### src/rtl/rf_seq_pkg.sv
// Shared opcode and FSM-state definitions for the register-file operation sequencer.
package rf_seq_pkg;

  // Three-bit command opcodes.
  localparam logic [2:0] OP_NOP = 3'd0;
  localparam logic [2:0] OP_MOV = 3'd1;
  localparam logic [2:0] OP_LDI = 3'd2;
  localparam logic [2:0] OP_ADD = 3'd3;
  localparam logic [2:0] OP_SUB = 3'd4;
  localparam logic [2:0] OP_AND = 3'd5;
  localparam logic [2:0] OP_OR  = 3'd6;
  localparam logic [2:0] OP_XOR = 3'd7;

  // Sequencer phases: accept, read operands, execute, write back.
  typedef enum logic [1:0] {
    ST_IDLE = 2'd0,
    ST_READ = 2'd1,
    ST_EXEC = 2'd2,
    ST_WB   = 2'd3
  } state_t;

endpackage

### src/rtl/rf_seq_alu.sv
// Combinational ALU used in the EXEC phase: result, carry/borrow, zero and write enable.
module rf_seq_alu
  import rf_seq_pkg::*;
#(
  parameter int N = 3
) (
  input  logic [2:0] op,
  input  logic [N:0] a,
  input  logic [N:0] b,
  input  logic [N:0] imm,
  output logic [N:0] y,
  output logic       c,
  output logic       z,
  output logic       wr_en
);

  logic [N+1:0] w_sum;
  logic [N+1:0] w_dif;

  // One extra bit on each side captures the carry out of ADD and the borrow of SUB.
  assign w_sum = {1'b0, a} + {1'b0, b};
  assign w_dif = {1'b0, a} - {1'b0, b};

  // Select the result for the opcode; only ADD and SUB can set the carry flag.
  always_comb begin
    // NOTE: every output gets a default first so no path through the case infers a latch.
    y = '0;
    c = 1'b0;
    case (op)
      OP_MOV: y = a;
      OP_LDI: y = imm;
      OP_ADD: begin
        y = w_sum[N:0];
        c = w_sum[N+1];
      end
      OP_SUB: begin
        y = w_dif[N:0];
        c = w_dif[N+1];
      end
      OP_AND: y = a & b;
      OP_OR:  y = a | b;
      OP_XOR: y = a ^ b;
      default: y = '0;
    endcase
  end

  assign z     = (y == '0);
  assign wr_en = (op != OP_NOP);

endmodule

### src/rtl/rf_op_sequencer.sv
// Command sequencer in front of a 3R/1W register file: read two sources, execute, write back.
module rf_op_sequencer
  import rf_seq_pkg::*;
#(
  parameter int M = 3,
  parameter int N = 3
) (
  input  logic       clk,
  input  logic       rst_n,
  input  logic       cmd_valid,
  output logic       cmd_ready,
  input  logic [2:0] cmd_op,
  input  logic [M:0] cmd_dst,
  input  logic [M:0] cmd_src0,
  input  logic [M:0] cmd_src1,
  input  logic [N:0] cmd_imm,
  output logic [M:0] rf_ra0,
  output logic [M:0] rf_ra1,
  input  logic [N:0] rf_rd0,
  input  logic [N:0] rf_rd1,
  output logic [M:0] rf_wa,
  output logic [N:0] rf_wd,
  output logic       rf_we,
  output logic       done,
  output logic [N:0] result,
  output logic       flag_z,
  output logic       flag_c,
  output logic       busy
);

  state_t     r_state;
  logic [2:0] r_op;
  logic [M:0] r_dst;
  logic [N:0] r_imm;
  logic [N:0] r_opa;
  logic [N:0] r_opb;

  logic [N:0] w_y;
  logic       w_c;
  logic       w_z;
  logic       w_wr_en;

  // Ready depends only on the phase, never on cmd_valid, so no combinational loop can form upstream.
  assign cmd_ready = (r_state == ST_IDLE);
  assign busy      = (r_state != ST_IDLE);

  rf_seq_alu #(
    .N(N)
  ) u_alu (
    .op   (r_op),
    .a    (r_opa),
    .b    (r_opb),
    .imm  (r_imm),
    .y    (w_y),
    .c    (w_c),
    .z    (w_z),
    .wr_en(w_wr_en)
  );

  // Sequencer FSM with all externally visible outputs registered.
  always_ff @(posedge clk) begin
    // NOTE: state is updated with non-blocking assignments so every branch sees pre-edge values.
    if (!rst_n) begin
      // Reset drops any in-flight command; since rf_we is cleared here, no write can follow.
      r_state <= ST_IDLE;
      r_op    <= OP_NOP;
      r_dst   <= '0;
      r_imm   <= '0;
      r_opa   <= '0;
      r_opb   <= '0;
      rf_ra0  <= '0;
      rf_ra1  <= '0;
      rf_wa   <= '0;
      rf_wd   <= '0;
      rf_we   <= 1'b0;
      done    <= 1'b0;
      result  <= '0;
      flag_z  <= 1'b0;
      flag_c  <= 1'b0;
    end else begin
      // Write enable and done are single-cycle pulses; they default low every edge.
      rf_we <= 1'b0;
      done  <= 1'b0;
      case (r_state)
        ST_IDLE: begin
          if (cmd_valid) begin
            // Capture the whole command now; cmd_* is ignored until the next IDLE.
            r_op    <= cmd_op;
            r_dst   <= cmd_dst;
            r_imm   <= cmd_imm;
            rf_ra0  <= cmd_src0;
            rf_ra1  <= cmd_src1;
            r_state <= ST_READ;
          end
        end
        ST_READ: begin
          // The file reads combinationally, so the addresses presented this cycle return data now.
          r_opa   <= rf_rd0;
          r_opb   <= rf_rd1;
          r_state <= ST_EXEC;
        end
        ST_EXEC: begin
          // NOP completes without touching the write port, result or flags.
          if (w_wr_en) begin
            rf_wa  <= r_dst;
            rf_wd  <= w_y;
            result <= w_y;
            flag_z <= w_z;
            flag_c <= w_c;
          end
          rf_we   <= w_wr_en;
          done    <= 1'b1;
          r_state <= ST_WB;
        end
        ST_WB: begin
          // The file commits at the end of this cycle, ahead of the next command's READ.
          r_state <= ST_IDLE;
        end
        default: r_state <= ST_IDLE;
      endcase
    end
  end

endmodule

### config.mk
export PLATFORM = sky130hd
export DESIGN_NAME = rf_op_sequencer
export DESIGN_NICKNAME = d
export VERILOG_FILES = /design/src/rtl/rf_seq_pkg.sv /design/src/rtl/rf_seq_alu.sv /design/src/rtl/rf_op_sequencer.sv
export SDC_FILE = /design/constraint.sdc
export NUM_CORES = 1
export LEC_CHECK = 0
export ABC_AREA = 1
export CAP_MARGIN = 20
export CELL_PAD_IN_SITES_DETAIL_PLACEMENT = 0
export CELL_PAD_IN_SITES_GLOBAL_PLACEMENT = 2
export CORE_MARGIN = 1.5
export CORE_UTILIZATION = 25
export DETAILED_ROUTE_END_ITERATION = 16
export MAX_ROUTING_LAYER = met4
export PLACE_DENSITY_LB_ADDON = 0.3
export SLEW_MARGIN = 40
export SYNTH_ARGS = -nofsm -noshare
export SYNTH_HDL_FRONTEND = slang
export SYNTH_SLANG_ARGS = --single-unit
### constraint.sdc
create_clock -name clk -period 5.1 [get_ports clk]
set_input_delay 0.51 -clock clk [delete_from_list [all_inputs] [get_ports clk]]
set_output_delay 0.51 -clock clk [all_outputs]
set_load 0.02 [all_outputs]
==> results of run 1 <==
critical path: cells and delay by family (launching register included):
family,cells,cell delay (ns)
buffers and inverters,3,0.76
DFF,1,0.35
adders and majority gates,1,0.24
power by group through the flow:
stage	Sequential (mW)	Combinational, mW	Clock, mW
6_report	0.508	0.728	0.273
5_1_grt	0.525	0.833	0.298
4_1_cts	0.510	0.733	0.281
3_5_place_dp	0.517	0.731	0
3_3_place_gp	0.516	0.733	0
2_1_floorplan	0.537	0.471	0
final cells by class:
class | count | share of cell area [%]
Sequential cell | 41 | 29.0
Inverter | 36 | 4.87
Clock buffer | 5 | 2.43
Clock inverter | 3 | 1.55
Multi-Input combinational cell | 198 | 38.2
Timing Repair Buffer | 55 | 19.3
Tap cell | 105 | 4.65
path summary, 6_finish.rpt:
check | from | end | slack, ns | cells after the start
max | r_state[0] | busy | 2.95 | 4
min | rf_wa[1] | rf_wa[1] | 0.48 | 2
max reg2reg | r_opa[0] | flag_z | 3.11 | 13
min reg2reg | rf_wa[1] | rf_wa[1] | 0.48 | 2
logic make-up (layout without fill, tap and decap cells):
family | after synthesis | in the layout | synth area share (%)
flops | 41 | 41 | 38.3
compound gates | 58 | 58 | 14.5
fa+ha+maj | 17 | 17 | 10.6
buf+inv | 52 | 99 | 11.2
simple gates | 123 | 123 | 25.3
per-layer routing:
| layer | share of wire (%) | vias to the layer above | wire length [µm] | track usage [%] |
|---|---|---|---|---|
| met5 | 0 | - | 0 | - |
| li1 | - | 1025 | - | - |
| met2 | 44 | 34 | 2330 | 19.7 |
| met3 | 3.3 | 6 | 172 | 3.11 |
| met1 | 51 | 831 | 2690 | 16.4 |
| met4 | 1.2 | 0 | 64 | 3.68 |
metrics by stage:
| step | util [%] | cell area (µm²) |
|---|---|---|
| after floorplan | - | 2140 |
| after global placement | 32.9 | 2720 |
| after detailed placement | 32.9 | 2720 |
| after CTS | 34.2 | 2830 |
| after global routing | 34.2 | 2830 |
| final | 34.2 | 2830 |
state kept, by name, summed over array words and instances, names as in the netlist, 3 cells and up:
signal,flops
r_dst,4
r_imm,4
r_op,3
r_opa,4
r_opb,4
result,4
rf_ra0,4
rf_ra1,4
rf_wa,4
Yosys cell counts (all sizes together):
| cell type | n |
|---|---|
| inv | 34 |
| o21ai | 37 |
| a21oi | 17 |
| clkinv | 2 |
| nand4 | 10 |
| ha | 15 |
| fa | 2 |
| buf | 11 |
| o211a | 1 |
| nand3b | 1 |
| nor3 | 2 |
| nor2 | 61 |
| o211ai | 3 |
| dfxtp | 41 |
| nand2 | 34 |
| clkbuf | 5 |
| nand3 | 15 |
==> flow_summary.ini, run 1 <==
[synthesis]
synth_nets = 338
yosysWarnings = 0
ys_ff_latch = 41
synth_top_area_cell = dfxtp_1
ys_seq_area_share_pct = 38.3
yosysTopAreaCellShare_pct = 38.3
synth.area.top_cells = dfxtp_1, nor2_1, ha_1
syn_area_um2 = 2140
syn_avg_cell_area_um2 = 7.36
synth_cell_types = 28
netlist_instances = 291

[min_path]
hp-class = reg2reg

[power]
ir_worst_vdd_mv = 0.302
combPwrFrac_pct = 48.2
power.leakage_nw = 1.20
sw_frac_of_total_pct = 42.9
power.share.sequential_pct = 33.7
power_density_nw_per_um2 = 534
total_power_mw = 1.51
p_sw_uw = 648
p_int_uw = 861
p_clk_share_pct = 18.1

[drt]
routed_via_density = 4.28
first_pass_iters = 4
wl_per_cell_um = 11.8
drtIter0Drc = 82
drc_errors = 0
vias = 1896
routed_wl_um = 5250
ant_nets = 0

[setup_path]
crit_chain = inv_1, ha_1, inv_1, clkdlybuf4s50_1
required_ns = 4.59
cp_common_cell = inv_1
worstSetupStartpointType = flip-flop
crit_path_end_kind = output pin
arrival_ns = 1.64
max_stage_delay_ns = 0.60
setup.worst_path.class = reg2out
critPathSlowestCell = clkdlybuf4s50_1
cp_max_fo = 4

[cells_and_area]
nets = 384
multi_input_area_um2 = 1080
final_common_cell = nor2_1
fill_cells = 910
fin_cells = 443
syn_to_final_growth_pct = 32.1
diodes = 0
register_area_um2 = 821
drive_gt1_share_pct = 7.10
final_cell_mix = nor2_1, clkdlybuf4s50_1, dfxtp_1

[cts]
cts_tree = built
clockRootBuffer = clkbuf_8
clk_pin_slew_ns = 0.09
hold_buffers = 0
cts_setup_buffers = 0
cts_max_level = 2
cts_buffers = 5
cts_sinks = 41
clockBufferDepth = 2
cts.repair.resized = 0
insertion_delay_ns = 0.30

[global_route]
grt_util_all_layers_pct = 12.7
grt.overflow.total = 0
grt_pass1_wl_um = 8600
antenna_found_initial = 0
grt_start_max_net_pins = 41
grt_pass1_vias = 1804

[timing]
fin_crit_sh_pct = 42.2
finalMaxSlewViolations = 0
setup_viol = 0
setup_ws_ns = 2.95
worst_pin_slew_ns = 0.636
max_freq_mhz = 465
rsz0062_at_grt = no
hold_viol = 0
min_period_ns = 2.15
fin_hold_ws_ns = 0.484
max_slew_margin_pct = 57.5
tns_ns = 0
skew_ns = 0.0103

[place]
gp_congestion = 0.852
post-place-cells = 435
hpwl_um = 4000
place_ws_ns = 2.86
port_buffers = 55

[die]
coreArea_um2 = 8260
core.rowCount = 33
die_x_um = 95.5
die-height_um = 95.5
initial_utilization_pct = 25.9
dieArea_um2 = 9130
io_pins = 56

[run]
maxCapViolCount = 0

[run_status]
outcome = complete, no violations
No activity file was read; power rests on OpenSTA's default activity.
==> run 2: changes to the inputs <==
Clock period 5.1 ns to 2.15 ns, I/O delays scaled along.
==> run 2 against run 1 <==
  * Combinational power grew 140%
  * Clock-buffer cell count is the same
  * First-iteration DRC count down 38%
  * Hold slack got worse by 0.0010 ns
  * Sequential power up 130%
  * Power rose by 140%
  * Core utilization is 0.64 points higher
==> flow_summary.ini, run 2 (synthesized netlist as in run 1, its figures left out) <==
[run_status]
outcome = complete, no violations

[setup_path]
worstReg2RegEnd = flag_z
r2r_slack_ns = 0.26
worstSetupStartpointType = flip-flop
reg2reg_from = r_opa[1]
setup.worst_path.class = reg2reg
required_ns = 2.39
cp_max_fo = 5
arrival_ns = 2.13
crit_path_end_kind = flip-flop
reg2reg_depth = 11

[drt]
routed_wl_um = 5330
drtIter0Drc = 51
first_pass_iters = 4
ant_nets = 0
drc_errors = 0
wl_per_cell_um = 11.9
routed_via_density = 4.21
vias = 1879

[timing]
fin_hold_ws_ns = 0.483
skew_ns = 0.00959
hold_viol = 0
fin_crit_sh_pct = 87.8
rsz0062_at_grt = no
setup_viol = 0
max_slew_margin_pct = 66.9
max_freq_mhz = 530
min_period_ns = 1.89
tns_ns = 0
worst_pin_slew_ns = 0.496
finalMaxSlewViolations = 0

[die]
dieArea_um2 = 9130
die-height_um = 95.5
core.rowCount = 33
initial_utilization_pct = 25.9
coreArea_um2 = 8260
die_x_um = 95.5
io_pins = 56

[global_route]
grt.overflow.total = 0
grt_start_max_net_pins = 41
antenna_found_initial = 0
grt_pass1_wl_um = 8820
grt_util_all_layers_pct = 12.7
grt_pass1_vias = 1889

[min_path]
worstHoldStart = flag_z
whs_path_depth = 2
holdPathEnd = flag_z
hp-class = reg2reg

[cts]
clockBufferDepth = 2
clockRootBuffer = clkbuf_8
cts_max_level = 2
insertion_delay_ns = 0.30
cts_sinks = 41
clk_pin_slew_ns = 0.09
cts_setup_buffers = 0
cts_tree = built
hold_buffers = 0
cts_buffers = 5
cts.repair.resized = 0

[cells_and_area]
nets = 387
drive_gt1_share_pct = 7.62
final_util_pct = 34.9
final_cell_mix = nor2_1, clkdlybuf4s50_1, dfxtp_1
syn_to_final_growth_pct = 34.5
fill_cells = 913
diodes = 0
final_common_cell = nor2_1
stdcell_area_um2 = 2880

[place]
port_buffers = 55
hpwl_um = 4020
post_dp_cell_area_um2 = 2740
gp_congestion = 0.891

[power]
total_power_mw = 3.69
power.leakage_nw = 1.22
ir_worst_vdd_mv = 0.693
power_density_nw_per_um2 = 1280

[run]
maxCapViolCount = 0
==> run 2: cell count changes in the layout (fill, tap and decap cells not counted), sizes merged <==
| cell | before | now |
|---|---|---|
| clkinv | 3 | 2 |
| bufinv | 1 | 2 |
| buf | 1 | 3 |
| clkdlybuf4s50 | 54 | 55 |
==> run 2: worst max-delay path by stage <==
stage / end / slack, ns / startpoint
2_1_floorplan: flag_z / 0.47 / r_opa[0]
3_3_place_gp: flag_z / 0.26 / r_opa[1]
3_5_place_dp: flag_z / 0.29 / r_opa[0]
4_1_cts: flag_z / 0.26 / r_opa[1]
5_1_grt: flag_z / 0.1 / r_opa[1]
6_report: flag_z / 0.26 / r_opa[1]
==> run 2: worst max-delay path, stage by stage, from the launching register on <==
cell and delay, ns:
dfxtp_1 0.45, inv_1 0.13, fa_1 0.47, inv_1 0.07, nand2_1 0.06, nand3_1 0.09
nand2_1 0.06, nor2_1 0.09, nand3_1 0.12, nor2_1 0.12, nand2_1 0.07, a21oi_2 0.10
==> run 2: routing by layer <==
| layer | vias up | track usage (%) | share of wire, % | routed length, µm |
|---|---|---|---|---|
| met2 | 37 | 20.1 | 45 | 2390 |
| met3 | 6 | 2.63 | 3.8 | 202 |
| li1 | 1029 | - | - | - |
| met1 | 807 | 16.3 | 50 | 2670 |
| met4 | 0 | 3.68 | 1.3 | 69 |
| met5 | - | - | 0 | 0 |
==> run 2: metrics by stage <==
stage	worst slack (ns)	instances
2_1_floorplan	0.469	291
3_3_place_gp	0.263	438
3_5_place_dp	0.288	438
4_1_cts	0.261	446
5_1_grt	0.0977	446
6_report	0.262	446
==> run 2: where the power goes <==
part | internal, mW | total (mW) | switching, mW
clock network | 0.468 | 0.759 | 0.291
logic | 0.705 | 1.75 | 1.04
registers | 1.01 | 1.19 | 0.180
total | 2.18 | 3.69 | 1.52
==> run 2: layout make-up <==
type	count	area, µm²	share of cell area, %
repair buffers	58	573	19.9
clock buffers	5	68.8	2.39
multi-input cells	198	1080	37.5
clock inverters	3	68.8	2.39
well taps	105	131	4.56
inverters	36	138	4.78
flip-flops and latches	41	821	28.5
